[src/rtl/div_pkg.sv]
// Shared types and constants for the approximate sequential divider family.
package div_pkg;

   typedef enum logic [1:0] {
      ST_IDLE = 2'd0,
      ST_CALC = 2'd1,
      ST_DONE = 2'd2
   } state_t;

   localparam int DIV_W_DEF = 8;

   // Step counter only has to reach N-1 <= W-1.
   function automatic int cnt_w(input int w);
      return (w > 1) ? $clog2(w) : 1;
   endfunction

endpackage

[src/rtl/approx_div_seq_if.sv]
// Operand/result handshake bundle for approx_div_seq; chk_err exists only with DIV_SELFCHECK_EN.
interface approx_div_seq_if #(parameter int W = 8);
   logic           in_valid;
   logic           in_ready;
   logic [2*W-1:0] dividend;
   logic [W-1:0]   divisor;
   logic           out_valid;
   logic           out_ready;
   logic [W-1:0]   quotient;
   logic [W-1:0]   remainder;
   logic           div_zero;
   logic           ovf;
`ifdef DIV_SELFCHECK_EN
   logic           chk_err;

   modport master (output in_valid, dividend, divisor, out_ready,
                   input  in_ready, out_valid, quotient, remainder, div_zero, ovf, chk_err);
   modport slave  (input  in_valid, dividend, divisor, out_ready,
                   output in_ready, out_valid, quotient, remainder, div_zero, ovf, chk_err);
`else
   modport master (output in_valid, dividend, divisor, out_ready,
                   input  in_ready, out_valid, quotient, remainder, div_zero, ovf);
   modport slave  (input  in_valid, dividend, divisor, out_ready,
                   output in_ready, out_valid, quotient, remainder, div_zero, ovf);
`endif
endinterface

[src/rtl/div_step.sv]
// One restoring-division iteration: shift in a dividend bit, compare, conditionally subtract.
module div_step #(
   parameter int W = 8
) (
   input  logic [W:0]   i_p,
   input  logic         i_bit,
   input  logic [W-1:0] i_divisor,
   output logic [W:0]   o_p,
   output logic         o_qbit
);

   logic [W+1:0] w_t;
   logic [W:0]   w_diff;

   assign w_t    = {i_p, i_bit};
   assign o_qbit = (w_t >= {2'b00, i_divisor});
   // When the subtract is taken the difference is below the divisor, so W+1 bits suffice.
   assign w_diff = w_t[W:0] - {1'b0, i_divisor};
   assign o_p    = o_qbit ? w_diff : w_t[W:0];

endmodule

[src/rtl/approx_div_seq.sv]
// Sequential 2W/W restoring divider with optional truncated low quotient bits.
// Define DIV_SELFCHECK_EN to add the registered q*d+r consistency check (chk_err).
module approx_div_seq
   import div_pkg::*;
#(
   parameter int W          = DIV_W_DEF,
   parameter int APPROX_LSB = 0
) (
   input logic             clk,
   input logic             rst,
   approx_div_seq_if.slave bus
);

   localparam int            N    = W - APPROX_LSB;
   localparam int            CW   = cnt_w(W);
   localparam logic [CW-1:0] LAST = CW'(N - 1);

   state_t          r_state;
   state_t          w_state_nxt;
   logic            w_accept;
   logic            w_out_valid;
   logic            w_special;

   logic [W:0]      r_p;
   logic [W-1:0]    r_dvd_lo;
   logic [W-1:0]    r_divisor;
   logic [W-1:0]    r_q;
   logic [CW-1:0]   r_cnt;
   logic [W-1:0]    r_quot;
   logic [W-1:0]    r_rem;
   logic            r_div_zero;
   logic            r_ovf;

   logic [W:0]      w_step_p;
   logic            w_qbit;
   logic [W-1:0]    w_q_nxt;

   div_step #(.W(W)) u_step (
      .i_p       (r_p),
      .i_bit     (r_dvd_lo[W-1]),
      .i_divisor (r_divisor),
      .o_p       (w_step_p),
      .o_qbit    (w_qbit)
   );

   assign w_q_nxt   = (r_q << 1) | {{(W-1){1'b0}}, w_qbit};
   assign w_special = (bus.divisor == '0) || (bus.dividend[2*W-1:W] >= bus.divisor);

`ifdef DIV_SELFCHECK_EN
   logic [2*W-1:0] r_dividend;
   logic           r_chk_pend;
   logic           r_chk_err;
   logic [2*W:0]   w_chk_sum;
   logic [2*W:0]   w_chk_ref;

   // The remainder is in units of 2^APPROX_LSB, so it is rescaled before the sum.
   assign w_chk_sum   = ((2*W+1)'(r_quot) * (2*W+1)'(r_divisor))
                        + ((2*W+1)'(r_rem) << APPROX_LSB);
   assign w_chk_ref   = {1'b0, r_dividend} & ~(((2*W+1)'(1) << APPROX_LSB) - (2*W+1)'(1));
   assign w_out_valid = (r_state == ST_DONE) && !r_chk_pend;
   assign bus.chk_err = r_chk_err;
`else
   assign w_out_valid = (r_state == ST_DONE);
`endif

   assign bus.in_ready  = (r_state == ST_IDLE) && !rst;
   assign bus.out_valid = w_out_valid;
   assign bus.quotient  = r_quot;
   assign bus.remainder = r_rem;
   assign bus.div_zero  = r_div_zero;
   assign bus.ovf       = r_ovf;

   always_ff @(posedge clk or posedge rst) begin
      if (rst) r_state <= ST_IDLE;
      else     r_state <= w_state_nxt;
   end

   always_comb begin
      w_state_nxt = r_state;
      w_accept    = 1'b0;
      case (r_state)
         ST_IDLE: begin
            if (bus.in_valid) begin
               w_accept    = 1'b1;
               w_state_nxt = w_special ? ST_DONE : ST_CALC;
            end
         end
         ST_CALC: begin
            if (r_cnt == LAST) w_state_nxt = ST_DONE;
         end
         ST_DONE: begin
            if (w_out_valid && bus.out_ready) w_state_nxt = ST_IDLE;
         end
         default: w_state_nxt = ST_IDLE;
      endcase
   end

   always_ff @(posedge clk or posedge rst) begin
      if (rst) begin
         r_p        <= '0;
         r_dvd_lo   <= '0;
         r_divisor  <= '0;
         r_q        <= '0;
         r_cnt      <= '0;
         r_quot     <= '0;
         r_rem      <= '0;
         r_div_zero <= 1'b0;
         r_ovf      <= 1'b0;
`ifdef DIV_SELFCHECK_EN
         r_dividend <= '0;
         r_chk_pend <= 1'b0;
         r_chk_err  <= 1'b0;
`endif
      end else begin
         case (r_state)
            ST_IDLE: begin
               if (w_accept) begin
                  r_p       <= {1'b0, bus.dividend[2*W-1:W]};
                  r_dvd_lo  <= bus.dividend[W-1:0];
                  r_divisor <= bus.divisor;
                  r_q       <= '0;
                  r_cnt     <= '0;
`ifdef DIV_SELFCHECK_EN
                  r_dividend <= bus.dividend;
                  r_chk_err  <= 1'b0;
`endif
                  if (bus.divisor == '0) begin
                     r_div_zero <= 1'b1;
                     r_quot     <= '1;
                     r_rem      <= bus.dividend[W-1:0];
                  end else if (bus.dividend[2*W-1:W] >= bus.divisor) begin
                     r_ovf  <= 1'b1;
                     r_quot <= '1;
                     r_rem  <= '0;
                  end
               end
            end
            ST_CALC: begin
               r_p      <= w_step_p;
               r_q      <= w_q_nxt;
               r_dvd_lo <= r_dvd_lo << 1;
               r_cnt    <= r_cnt + 1'b1;
               if (r_cnt == LAST) begin
                  r_quot <= w_q_nxt << APPROX_LSB;
                  r_rem  <= w_step_p[W-1:0];
`ifdef DIV_SELFCHECK_EN
                  r_chk_pend <= 1'b1;
`endif
               end
            end
            ST_DONE: begin
`ifdef DIV_SELFCHECK_EN
               if (r_chk_pend) begin
                  r_chk_err  <= (w_chk_sum != w_chk_ref);
                  r_chk_pend <= 1'b0;
               end
`endif
               if (w_out_valid && bus.out_ready) begin
                  r_div_zero <= 1'b0;
                  r_ovf      <= 1'b0;
`ifdef DIV_SELFCHECK_EN
                  r_chk_err  <= 1'b0;
`endif
               end
            end
            default: ;
         endcase
      end
   end

endmodule

[src/flat_wrapper.sv]
// flat-port wrapper written by rule: the top's interface ports become plain ports
module approx_div_seq_flat import div_pkg::*;
#(
   parameter int W          = DIV_W_DEF,
   parameter int APPROX_LSB = 0
)
  (clk, rst, bus_in_valid, bus_dividend, bus_divisor, bus_out_ready, bus_in_ready, bus_out_valid, bus_quotient, bus_remainder, bus_div_zero, bus_ovf);
  approx_div_seq_if #(.W(W)) bus_i ();
  input logic clk;
  input logic rst;
  input wire logic [$bits(bus_i.in_valid)-1:0] bus_in_valid;
  input wire logic [$bits(bus_i.dividend)-1:0] bus_dividend;
  input wire logic [$bits(bus_i.divisor)-1:0] bus_divisor;
  input wire logic [$bits(bus_i.out_ready)-1:0] bus_out_ready;
  output wire logic [$bits(bus_i.in_ready)-1:0] bus_in_ready;
  output wire logic [$bits(bus_i.out_valid)-1:0] bus_out_valid;
  output wire logic [$bits(bus_i.quotient)-1:0] bus_quotient;
  output wire logic [$bits(bus_i.remainder)-1:0] bus_remainder;
  output wire logic [$bits(bus_i.div_zero)-1:0] bus_div_zero;
  output wire logic [$bits(bus_i.ovf)-1:0] bus_ovf;
  assign bus_i.in_valid = bus_in_valid;
  assign bus_i.dividend = bus_dividend;
  assign bus_i.divisor = bus_divisor;
  assign bus_i.out_ready = bus_out_ready;
  assign bus_in_ready = bus_i.in_ready;
  assign bus_out_valid = bus_i.out_valid;
  assign bus_quotient = bus_i.quotient;
  assign bus_remainder = bus_i.remainder;
  assign bus_div_zero = bus_i.div_zero;
  assign bus_ovf = bus_i.ovf;
  approx_div_seq #(.W(W), .APPROX_LSB(APPROX_LSB)) u_core (.clk(clk), .rst(rst), .bus(bus_i));
endmodule
[config.mk]
export PLATFORM = sky130hd
export DESIGN_NAME = approx_div_seq_flat
export DESIGN_NICKNAME = d
export VERILOG_FILES = /design/src/rtl/div_pkg.sv /design/src/rtl/approx_div_seq_if.sv /design/src/rtl/div_step.sv /design/src/rtl/approx_div_seq.sv /design/src/flat_wrapper.sv
export SDC_FILE = /design/constraint.sdc
export NUM_CORES = 1
export LEC_CHECK = 0
export ABC_AREA = 0
export BUFFER_PORTS_ARGS = -buffer_cell sky130_fd_sc_hd__buf_2
export CORE_UTILIZATION = 61
export CTS_CLUSTER_DIAMETER = 120
export DETAILED_ROUTE_END_ITERATION = 16
export GPL_TIMING_DRIVEN = 0
export PLACE_DENSITY = 0.83
export SLEW_MARGIN = 20
export SYNTH_ARGS = -nofsm -noshare
export SYNTH_HDL_FRONTEND = slang
export SYNTH_SLANG_ARGS = --single-unit
[constraint.sdc]
create_clock -name clk -period 5.9 [get_ports clk]
set_clock_uncertainty 0.05 [all_clocks]
set_input_delay 0.295 -clock clk [delete_from_list [all_inputs] [get_ports clk]]
set_output_delay 0.295 -clock clk [all_outputs]
set_load 0.1 [all_outputs]
==> results.json <==
{
  "status": "finished clean",
  "rr_worst_depth": 11,
  "synth_area_per_cell_um2": 9.350,
  "cts_tree": "built",
  "fin_crit_ns": 2.809,
  "fmax_mhz": 356.0,
  "endpoint": "u_core.bus.remainder[4]$_DFFE_PP0P_",
  "wire_per_inst_um": 15.47,
  "grt_usage": 0.2902,
  "drv_slew": 0,
  "r2r_start": "u_core.r_dvd_lo[7]$_DFFE_PP0P_",
  "die_h_um": 73.77,
  "path_max_fanout": 6,
  "synth_edf_count": 0,
  "cp-startpoint": "u_core.r_dvd_lo[7]$_DFFE_PP0P_",
  "synthTopCellsByCount": "dfrtp_1 (55), nand2_1 (55), o21ai_0 (30)",
  "grt_pass1_vias": 2504,
  "postRouteAntennaNets": 0,
  "hold_buffers": 0,
  "n_antenna_cell": 0,
  "cp_data_required_time_ns": 6.05,
  "totalWireLength_um": 7084,
  "setup_viol": 0,
  "port_buffers": 47,
  "rsz0062_at_grt": "no",
  "ys_ff_latch": 55,
  "drc": 0,
  "via_count": 2648,
  "grt_max_degree": 56,
  "synth-warning-count": 0,
  "area_growth_pct": 13.38,
  "antenna_found_initial": 0,
  "drtIter0Drc": 186,
  "synth.distinct_cells": 52,
  "synth_top_area_cell": "dfrtp_1",
  "dp_hpwl_um": 5260,
  "worstPathArrival_ns": 2.96,
  "hold_path.class": "input pin to async pin",
  "worstReg2RegEnd": "u_core.bus.remainder[4]$_DFFE_PP0P_",
  "cts_root_buffer": "clkbuf_8",
  "die_area_um2": 5441,
  "drtPass1Iterations": 6,
  "synth_top_area_share": 0.4381,
  "synth_compound_area_frac": 0.1633,
  "fin_crit_sh": 0.4761,
  "overflow": 0,
  "cp-start-kind": "flip-flop",
  "rows": 25,
  "drive_gt1_frac": 0.2020,
  "stdcell_count": 458,
  "syn_inst": 336,
  "start_util": 0.6480,
  "synth_top_family_by_area": "compound AO/OA/AOI/OAI gates",
  "clock_sinks": 55,
  "core_region_area_um2": 4848,
  "place_congestion": 0.9020,
  "dp_cells": 450,
  "seq_area_frac_synth": 0.4381,
  "clkLatencyLatePin_ns": 0.31,
  "n_fill_cell": 371,
  "vias_per_cell": 5.782,
  "path_clk_slew_ns": 0.10,
  "yosys.area_share.simple": 0.1613,
  "io_pins": 48,
  "clk_path_buf_depth": 2,
  "ys_async_sr_fraction": 1.000,
  "synthFlopType": "dfrtp_1",
  "final_nets": 437,
  "crit_type": "flip-flop to flip-flop",
  "hold_viol_final": 0,
  "cts_setup_buffers": 0,
  "cap_viol_max_count": 0,
  "syn-num-nets": 383,
  "grt_pass1_wl_um": 11690,
  "r2r_slack_ns": 3.09,
  "synthMuxAreaShare": 0.08642,
  "synthTopCellsByArea": "dfrtp_1 (44%), ha_1 (7.2%), nand2_1 (6.6%), o21ai_0 (4.8%), mux2i_1 (4.5%)",
  "die_x_um": 73.77,
  "numCtsBuffers": 5,
  "cts_resized": 0,
  "synthXorXnorAreaFrac": 0.01115,
  "post_synth_instance_area_um2": 3142,
  "slew_headroom": 0.3081,
  "endpoint_kind": "flip-flop",
  "worst_slew_pin_slew_ns": 1.030,
  "tns_ns": 0,
  "synthAdderAreaFrac": 0.07806,
  "htree_levels": 2
}
==> worst min-delay path by stage <==
| stage | endpoint | slack [ns] | start |
|---|---|---|---|
| after CTS | u_core.bus.div_zero$_DFFE_PP0P_ | 0.06 | rst |
| after global routing | u_core.bus.ovf$_DFFE_PP0P_ | 0.11 | rst |
| after detailed placement | u_core.bus.div_zero$_DFFE_PP0P_ | 0.40 | rst |
| after floorplan | u_core.bus.div_zero$_DFFE_PP0P_ | 0.33 | bus_out_ready |
| final | u_core.bus.ovf$_DFFE_PP0P_ | 0.04 | rst |
| after global placement | u_core.r_dvd_lo[3]$_DFFE_PP0P_ | 0.41 | u_core.r_dvd_lo[3]$_DFFE_PP0P_ |
==> worst max-delay path, stage by stage (launching register included) <==
cell and delay [ns]:
dfrtp_1 0.39, inv_1 0.07, ha_1 0.17, inv_1 0.05, fa_1 0.41, nand3_1 0.12, a211oi_1 0.13, or3_1 0.38
buf_6 0.15, mux2_4 0.33, a22o_1 0.19, mux2_2 0.26
==> stage by stage <==
| step | worst slack (ns) | util | area [um2] | hold slack [ns] |
|---|---|---|---|---|
| finish | 3.091 | 0.7347 | 3562 | 0.03903 |
| CTS | 3.115 | 0.7347 | 3562 | 0.05864 |
| detailed placement | 3.141 | 0.7143 | 3463 | 0.3962 |
| floorplan | 2.880 | - | 3142 | 0.3307 |
| global placement | 3.161 | 0.7138 | 3461 | 0.4102 |
| global route | 2.969 | 0.7347 | 3562 | 0.1121 |
==> routing by layer <==
metal / global-route usage / up-vias / part of all wire
met1: 0.4002 / 1254 / 0.45
met5: 0 / - / 0
met2: 0.4679 / 101 / 0.46
li1: - / 1277 / -
met4: 0.1175 / 0 / 0.029
met3: 0.03429 / 16 / 0.063
==> cell type report <==
type                            instances  area (um2)  share of cell area
Buffer                                 16       85.08             0.02388
Clock buffer                            6       82.58             0.02318
Clock inverter                          2       16.27            0.004566
Inverter                               29       111.4             0.03126
Multi-Input combinational cell        236        1572              0.4412
Sequential cell                        55        1376              0.3864
Tap cell                               67       83.83             0.02353
Timing Repair Buffer                   47       235.2             0.06603
==> flip-flops by register name, summed over array words and instances, names as in the netlist <==
register	count
u_core.bus.ovf	1
u_core.r_cnt	3
u_core.r_state	2
u_core.r_p	9
u_core.r_q	7
u_core.bus.remainder	8
u_core.bus.div_zero	1
u_core.bus.quotient	8
u_core.r_dvd_lo	8
u_core.r_divisor	8
==> cells by family after synthesis <==
| group | after synthesis |
|---|---|
| flip-flops | 55 |
| XOR/XNOR | 4 |
| buffers and inverters | 45 |
| AO/OA/AOI/OAI | 82 |
| adder cells (fa/ha/maj) | 19 |
| AND/OR/NAND/NOR | 106 |
| multiplexers | 25 |
==> cells in the final DEF (no fill, tap or decap), drive strengths merged, types with 2 or more instances in the layout <==
| cell type | n |
|---|---|
| nor2b | 6 |
| nor2 | 19 |
| xnor2 | 2 |
| or4 | 2 |
| nand4 | 3 |
| a21oi | 18 |
| mux2i | 14 |
| nor3 | 5 |
| a22oi | 6 |
| mux2 | 11 |
| buf | 53 |
| clkbuf | 16 |
| ha | 18 |
| o21ai | 33 |
| inv | 29 |
| nand2 | 55 |
| or3 | 2 |
| a21o | 3 |
| xor2 | 2 |
| o22ai | 2 |
| a211oi | 7 |
| nor3b | 2 |
| a22o | 2 |
| nand2b | 4 |
| dfrtp | 55 |
| a31oi | 2 |
| o31ai | 2 |
| nand3 | 3 |
Power is not shown: default switching activity piles up to over one toggle a cycle in this logic, so the estimate is an artifact.
